## config.mk

```make
export PLATFORM = sky130hd
export DESIGN_NAME = icache_miss_ctlr
export DESIGN_NICKNAME = d
export VERILOG_FILES = /design/src/rtl/icache_ctlr_pkg.sv /design/src/rtl/wrap_counter.sv /design/src/rtl/icache_miss_ctlr.sv
export SDC_FILE = /design/constraint.sdc
export NUM_CORES = 1
export LEC_CHECK = 0
export ABC_AREA = 1
export CAP_MARGIN = 20
export CORE_MARGIN = 2
export CORE_UTILIZATION = 32
export CTS_CLUSTER_DIAMETER = 200
export CTS_CLUSTER_SIZE = 24
export DETAILED_ROUTE_END_ITERATION = 6
export MAX_ROUTING_LAYER = met4
export PLACE_DENSITY_LB_ADDON = 0.08
export SLEW_MARGIN = 30
export SYNTH_ARGS = -nofsm -noshare
export SYNTH_HDL_FRONTEND = slang
export SYNTH_SLANG_ARGS = --single-unit
```

## constraint.sdc

```tcl
create_clock -name clk_i -period 2.22 [get_ports clk_i]
set_clock_uncertainty 0.1 [all_clocks]
set_input_delay 0.555 -clock clk_i [delete_from_list [all_inputs] [get_ports clk_i]]
set_output_delay 0.555 -clock clk_i [all_outputs]
set_load 0.02 [all_outputs]
```

## src/rtl/icache_ctlr_pkg.sv

```systemverilog
// -----------------------------------------------------------------------------
// icache_ctlr_pkg
//   Shared types and constants for the L1 instruction-cache miss controller.
//   - state_t    : miss-handling FSM states
//   - NON_BRANCH : branch-op encoding of an instruction that is not a branch
// -----------------------------------------------------------------------------
package icache_ctlr_pkg;

    typedef enum logic [2:0] {
        IDLE   = 3'd0,
        DELAY  = 3'd1,
        REQ    = 3'd2,
        REFILL = 3'd3,
        FLUSH  = 3'd4
    } state_t;

    // Branch-op encoding shared with the pipeline control decode.
    localparam logic [1:0] NON_BRANCH = 2'b00;

endpackage

```

## src/rtl/wrap_counter.sv

```systemverilog
// -----------------------------------------------------------------------------
// wrap_counter
//   Free-running up-counter over 0..MAX-1 that wraps to 0 by natural overflow.
//   MAX must be a power of two (at least 2), so no modulo compare is needed.
//   Ports:
//     clk    in   clock
//     rst    in   asynchronous active-high reset (count -> 0)
//     enable in   advance by one this cycle
//     clear  in   force count to 0 next cycle (wins over enable)
//     count  out  current value, $clog2(MAX) bits
//     last   out  count == MAX-1
// -----------------------------------------------------------------------------
module wrap_counter #(
    parameter int MAX = 4
) (
    input  logic                   clk,
    input  logic                   rst,
    input  logic                   enable,
    input  logic                   clear,
    output logic [$clog2(MAX)-1:0] count,
    output logic                   last
);

    localparam int W = $clog2(MAX);

    // NOTE: non-blocking assignments in clocked blocks so every register
    // samples pre-edge values, independent of block evaluation order.
    always_ff @(posedge clk or posedge rst) begin
        if (rst) begin
            count <= '0;
        end else if (clear) begin
            count <= '0;
        end else if (enable) begin
            count <= count + W'(1);
        end
    end

    // All-ones is MAX-1 because MAX is a power of two.
    assign last = &count;

endmodule

```

## src/rtl/icache_miss_ctlr.sv

```systemverilog
// -----------------------------------------------------------------------------
// icache_miss_ctlr
//   L1 instruction-cache controller: set decode, hit detection, branch-aware
//   replacement permit, and a miss FSM (branch-resolution delay, memory
//   request handshake, multi-beat refill, whole-cache invalidate sweep).
//   Ports:
//     clk_i, reset_i     clock, asynchronous active-high reset
//     set_i              set index of the current fetch PC
//     miss_array_i       per-set miss flags from the arrays
//     pc_src_reg_i       registered PC source; bit 1 = redirect in flight
//     branch_op_e_i      branch-op of the instruction in Execute
//     flush_i            request a whole-cache invalidate
//     mem_rvalid_i       refill beat valid
//     mem_req_ready_i    memory accepts the line request
//     active_array_o     one-hot decode of set_i
//     instr_hit_f_o      fetch hit (0 while sweeping)
//     ic_repl_permit_o   replacement permitted this cycle
//     stall_f_o          stall fetch
//     mem_req_valid_o    line-fill request valid
//     req_set_o          set being refilled (latched at request)
//     refill_we_o        write current beat into the line
//     refill_beat_o      word index of the current beat
//     refill_done_o      pulse on the last beat
//     inv_valid_o        invalidate set inv_set_o
//     inv_set_o          set being invalidated
// -----------------------------------------------------------------------------
module icache_miss_ctlr
    import icache_ctlr_pkg::*;
#(
    parameter int S           = 64,
    parameter int BLOCK_WORDS = 4
) (
    input  logic                           clk_i,
    input  logic                           reset_i,
    input  logic [$clog2(S)-1:0]           set_i,
    input  logic [S-1:0]                   miss_array_i,
    input  logic [1:0]                     pc_src_reg_i,
    input  logic [1:0]                     branch_op_e_i,
    input  logic                           flush_i,
    input  logic                           mem_rvalid_i,
    input  logic                           mem_req_ready_i,
    output logic [S-1:0]                   active_array_o,
    output logic                           instr_hit_f_o,
    output logic                           ic_repl_permit_o,
    output logic                           stall_f_o,
    output logic                           mem_req_valid_o,
    output logic [$clog2(S)-1:0]           req_set_o,
    output logic                           refill_we_o,
    output logic [$clog2(BLOCK_WORDS)-1:0] refill_beat_o,
    output logic                           refill_done_o,
    output logic                           inv_valid_o,
    output logic [$clog2(S)-1:0]           inv_set_o
);

    localparam int SET_W  = $clog2(S);
    localparam int BEAT_W = $clog2(BLOCK_WORDS);

    state_t             state;
    logic               flush_pending;
    logic [SET_W-1:0]   req_set;
    logic               mem_req_valid;
    logic               inv_valid;

    logic               redirect;
    logic               hit;
    logic               permit;

    logic               beat_en;
    logic               beat_clr;
    logic               beat_last;
    logic [BEAT_W-1:0]  beat;
    logic               sweep_en;
    logic               sweep_last;
    logic [SET_W-1:0]   sweep;

    // pc_src_reg_i[0] only selects among non-redirect sources; not needed here.
    logic               unused_pc_src;
    assign unused_pc_src = pc_src_reg_i[0];

    assign redirect = pc_src_reg_i[1];

    // ------------------------------------------------------------------
    // Lookup-side combinational outputs
    // ------------------------------------------------------------------
    assign active_array_o = S'(1) << set_i;

    // Lines are being invalidated during the sweep, so nothing may hit.
    assign hit = ~miss_array_i[set_i] & (state != FLUSH);

    // DELAY means the branch has had its extra cycle to resolve.
    assign permit = ((branch_op_e_i == NON_BRANCH) | hit | (state == DELAY))
                    & ~redirect;

    assign instr_hit_f_o    = hit;
    assign ic_repl_permit_o = permit;
    assign stall_f_o        = (state != IDLE) | (~hit & ~redirect);

    // ------------------------------------------------------------------
    // Counters: refill beats and invalidate sweep
    // ------------------------------------------------------------------
    assign beat_en  = (state == REFILL) & mem_rvalid_i;
    assign beat_clr = (state == REQ) & mem_req_ready_i;
    assign sweep_en = (state == FLUSH);

    wrap_counter #(
        .MAX    (BLOCK_WORDS)
    ) u_beat_cnt (
        .clk    (clk_i),
        .rst    (reset_i),
        .enable (beat_en),
        .clear  (beat_clr),
        .count  (beat),
        .last   (beat_last)
    );

    // The sweep always ends on S-1 and wraps to 0, so it never needs a clear.
    wrap_counter #(
        .MAX    (S)
    ) u_sweep_cnt (
        .clk    (clk_i),
        .rst    (reset_i),
        .enable (sweep_en),
        .clear  (1'b0),
        .count  (sweep),
        .last   (sweep_last)
    );

    // Beat writes follow rvalid in the same cycle, so they are decoded
    // from the state register rather than registered.
    assign refill_we_o     = beat_en;
    assign refill_beat_o   = beat;
    assign refill_done_o   = beat_en & beat_last;

    assign mem_req_valid_o = mem_req_valid;
    assign req_set_o       = req_set;
    assign inv_valid_o     = inv_valid;
    assign inv_set_o       = sweep;

    // ------------------------------------------------------------------
    // Miss-handling FSM with registered request/invalidate strobes
    // ------------------------------------------------------------------
    always_ff @(posedge clk_i or posedge reset_i) begin
        if (reset_i) begin
            state         <= IDLE;
            flush_pending <= 1'b0;
            req_set       <= '0;
            mem_req_valid <= 1'b0;
            inv_valid     <= 1'b0;
        end else begin
            // A flush arriving mid-miss waits for the line to complete.
            if (flush_i && (state inside {DELAY, REQ, REFILL})) begin
                flush_pending <= 1'b1;
            end

            case (state)
                IDLE: begin
                    if (flush_i || flush_pending) begin
                        state         <= FLUSH;
                        flush_pending <= 1'b0;
                        inv_valid     <= 1'b1;
                    end else if (!hit && permit) begin
                        state         <= REQ;
                        req_set       <= set_i;
                        mem_req_valid <= 1'b1;
                    end else if (!hit && !redirect) begin
                        state         <= DELAY;
                    end
                end

                DELAY: begin
                    if (redirect || hit) begin
                        state         <= IDLE;
                    end else begin
                        state         <= REQ;
                        req_set       <= set_i;
                        mem_req_valid <= 1'b1;
                    end
                end

                // A redirect no longer aborts once the request is issued.
                REQ: begin
                    if (mem_req_ready_i) begin
                        state         <= REFILL;
                        mem_req_valid <= 1'b0;
                    end
                end

                REFILL: begin
                    if (beat_en && beat_last) begin
                        state         <= IDLE;
                    end
                end

                FLUSH: begin
                    if (sweep_last) begin
                        state         <= IDLE;
                        inv_valid     <= 1'b0;
                    end
                end

                default: begin
                    state         <= IDLE;
                    mem_req_valid <= 1'b0;
                    inv_valid     <= 1'b0;
                end
            endcase
        end
    end

endmodule

```

==> results.yml <==
detailed_routing:
  remaining_drc_errors: 0
  post_drt_wl_per_cell_um: 13.3
  wl_met1_um: 3880
  routed.top_layer: "met4"
  wl_um: 9530
  viasPerCell: 4.87
  first_iter_violations: 161
  antenna_left: 0
  wl_met2_um: 4810
  route.met3.wl_um: 587
  dr_total_vias: 3495
  drt_pass1_iterations: 4
placed_design:
  dp_slack_ps: -1180
  io_buffers: 162
  dp.cells: 689
  routabilityCongestion: 0.933
  dp_hpwl_um: 7070
  place_area_sq_mm: 0.00441
timing:
  finalCriticalPeriod_ps: 2530
  drv_slew: 0
  fmax_mhz: 395
  rsz0062_at_grt: "true"
  slew_headroom_pct: 70.2
  post-route-period-util_pct: 114
  finalSetupViolCount: 31
  worst_slew_pin_slew_ps: 447
  timing_hold_violations_final: 0
  setup_ws_ps: -314
  hold-worst-slack_ps: 383
clock_tree:
  clk_latency_ps: 260
  numCtsBuffers: 3
  clkSlewWorstSetupHoldPaths_ps: 70
  cts_tree: "built"
  cts-root-buf: "clkbuf_8"
  cts_buffer_depth: 2
  cts.sinks: 20
  htree_levels: 1
global_route:
  grt_usage_pct: 23.2
  grt_pass1_vias: 3191
  grt_overflow: 0
  grt_max_degree: 30
  antenna_found_initial: 3
  grt_pass1_wl_um: 14300
floorplanning:
  fp.dieH_um: 89.2
  start_util_pct: 32.6
  dieArea_sq_mm: 0.00796
  ioPinCount: 164
  fp.dieW_um: 89.2
  rows: 31
  core_sq_mm: 0.00714
min_path:
  min_from: "mem_req_valid_o"
  hold_path_depth: 2
  hp-class: "reg -> reg"
  holdPathEnd: "mem_req_valid_o"
finish:
  final_common_cell: "nand2_1"
  instances_no_fill: 717
  final_area_sq_mm: 0.00475
  layout_common_cells: "nand2_1 (134), buf_4 (82), dlygate4sd2_1 (63), nor2_1 (41), buf_6 (39)"
  num-fill-cells: 705
  drive_gt1_share_pct: 36.4
  syn_to_final_growth_pct: 104
  final_nets: 697
setup_path:
  r2r_cells: 9
  worst-r2r-setup-slack_ps: 410
  rr_startpoint: "state[0]"
  crit_path_start_kind: "input pin"
  path_class: "in -> out"
  worstReg2RegEnd: "req_set_o[0]"
  critPathMaxFanout: 6
  crit_path_end_kind: "output port"
  critical_path_arrival_ps: 1880
  cp.required_ps: 1560
pwr:
  peakVddDrop_mv: 0.231
  leakage_uw: 0.00245
  powerDensity_mw_per_mm2: 447
logic_synthesis:
  synth_fp_nets: 491
  syn_inst: 410
  yosys_register_bits: 20
  seq_area_frac_synth_pct: 21.5
  ys_warn_count: 0
  avgSynthCellArea_sq_um: 5.67
  synth_cell_types: 30
  syn_area_sq_mm: 0.00232
outcome:
  violations: "negative setup slack"
  status: "complete, but fails checks"
job:
  drv_cap: 0
critical path, cell delays in order:
cell,delay [ps]
buf_12,110
buf_12,140
buf_12,130
o21ai_2,130
nand2_1,60
nand3_1,70
nand3_1,60
nand3_1,80
nand3_2,90
nand3_4,100
inv_4,40
o21a_4,180
buf_6,120
state kept, by name, summed over array words and instances (netlist names):
register,cells
req_set_o,6
u_sweep_cnt.count,6
state,3
u_beat_cnt.count,2
flush_pending,1
inv_valid_o,1
mem_req_valid_o,1
worst max path at each step:
| stage | startpoint | slack, ps | depth (start not counted) | to |
|---|---|---|---|---|
| detailed placement | set_i[0] | -1180 | 13 | ic_repl_permit_o |
| CTS | set_i[0] | -330 | 13 | ic_repl_permit_o |
| finish | set_i[0] | -310 | 13 | ic_repl_permit_o |
| global route | set_i[0] | -400 | 13 | ic_repl_permit_o |
| floorplan | set_i[0] | -130 | 13 | ic_repl_permit_o |
| global placement | set_i[0] | -1150 | 13 | ic_repl_permit_o |
where the power goes:
part / switching, uW / internal, uW / total (uW)
sequential: 99.0 / 494 / 593
combinational: 645 / 610 / 1250
clock: 119 / 158 / 277
total: 863 / 1260 / 2120
Yosys cell counts:
cell type	count	area, sq um
o21ai_1	6	30.0
nor2_1	70	263
clkinv_1	1	3.75
o2111ai_4	1	26.3
o21bai_1	1	7.51
a21oi_2	1	8.76
nand3_4	1	17.5
xnor2_1	1	8.76
o21a_1	1	7.51
nand2_2	1	6.26
nand2_1	140	526
buf_4	2	15.0
nand3_2	2	20.0
nand4_1	31	194
o21ai_2	5	43.8
a21oi_1	6	30.0
xor2_1	4	35.0
clkbuf_1	13	48.8
inv_6	1	8.76
buf_6	7	78.8
buf_2	5	25.0
inv_2	3	11.3
o21ai_0	4	20.0
ha_1	2	25.0
buf_1	3	11.3
nor3_1	10	50.1
or2_2	1	6.26
inv_1	32	120
nand3_1	35	175
dfrtp_1	20	500
cell type report:
type	instances	area [sq um]	share of cell area [%]
antenna	3	7.51	0.158
clock buffer	4	55.1	1.16
inverter	37	166	3.51
multi-input combinational	324	1760	37.1
sequential	20	500	10.5
tap	99	124	2.61
timing repair buffer	228	2110	44.5
timing repair inverter	2	22.5	0.474
logic make-up after synthesis:
logic type | after synthesis | share of synthesized area, %
and+or+nand+nor | 291 | 54.1
DFF | 20 | 21.5
adders and majority gates | 2 | 1.08
AOI/OAI and AO/OA | 25 | 7.49
buffers and inverters | 67 | 13.9
xor gates and xnor gates | 5 | 1.88
routing by layer:
layer,GRT usage [%],vias to the layer above
li1,-,1740
met1,28.0,1609
met2,38.9,130
met3,2.77,16
met4,9.63,0
met5,-,-
repair_timing:
action / in CTS / in global routing
hold buffers: 0 / 0
buffers inserted: 12 / 3
gates cloned: 4 / 2
resized for setup: 446 / 72
pin swaps: 85 / 30
endpoints found under the setup margin: 78 / 73
through the flow:
step	power (uW)	util [%]	setup TNS (ps)
floorplan	1220	-	-2030
global placement	1780	61.9	-67250
detailed placement	1810	61.9	-68410
CTS	2100	62.5	-2010
global route	2280	66.5	-5390
finish	2120	66.5	-2140
Note: power is estimated with default switching activity, not from simulation.
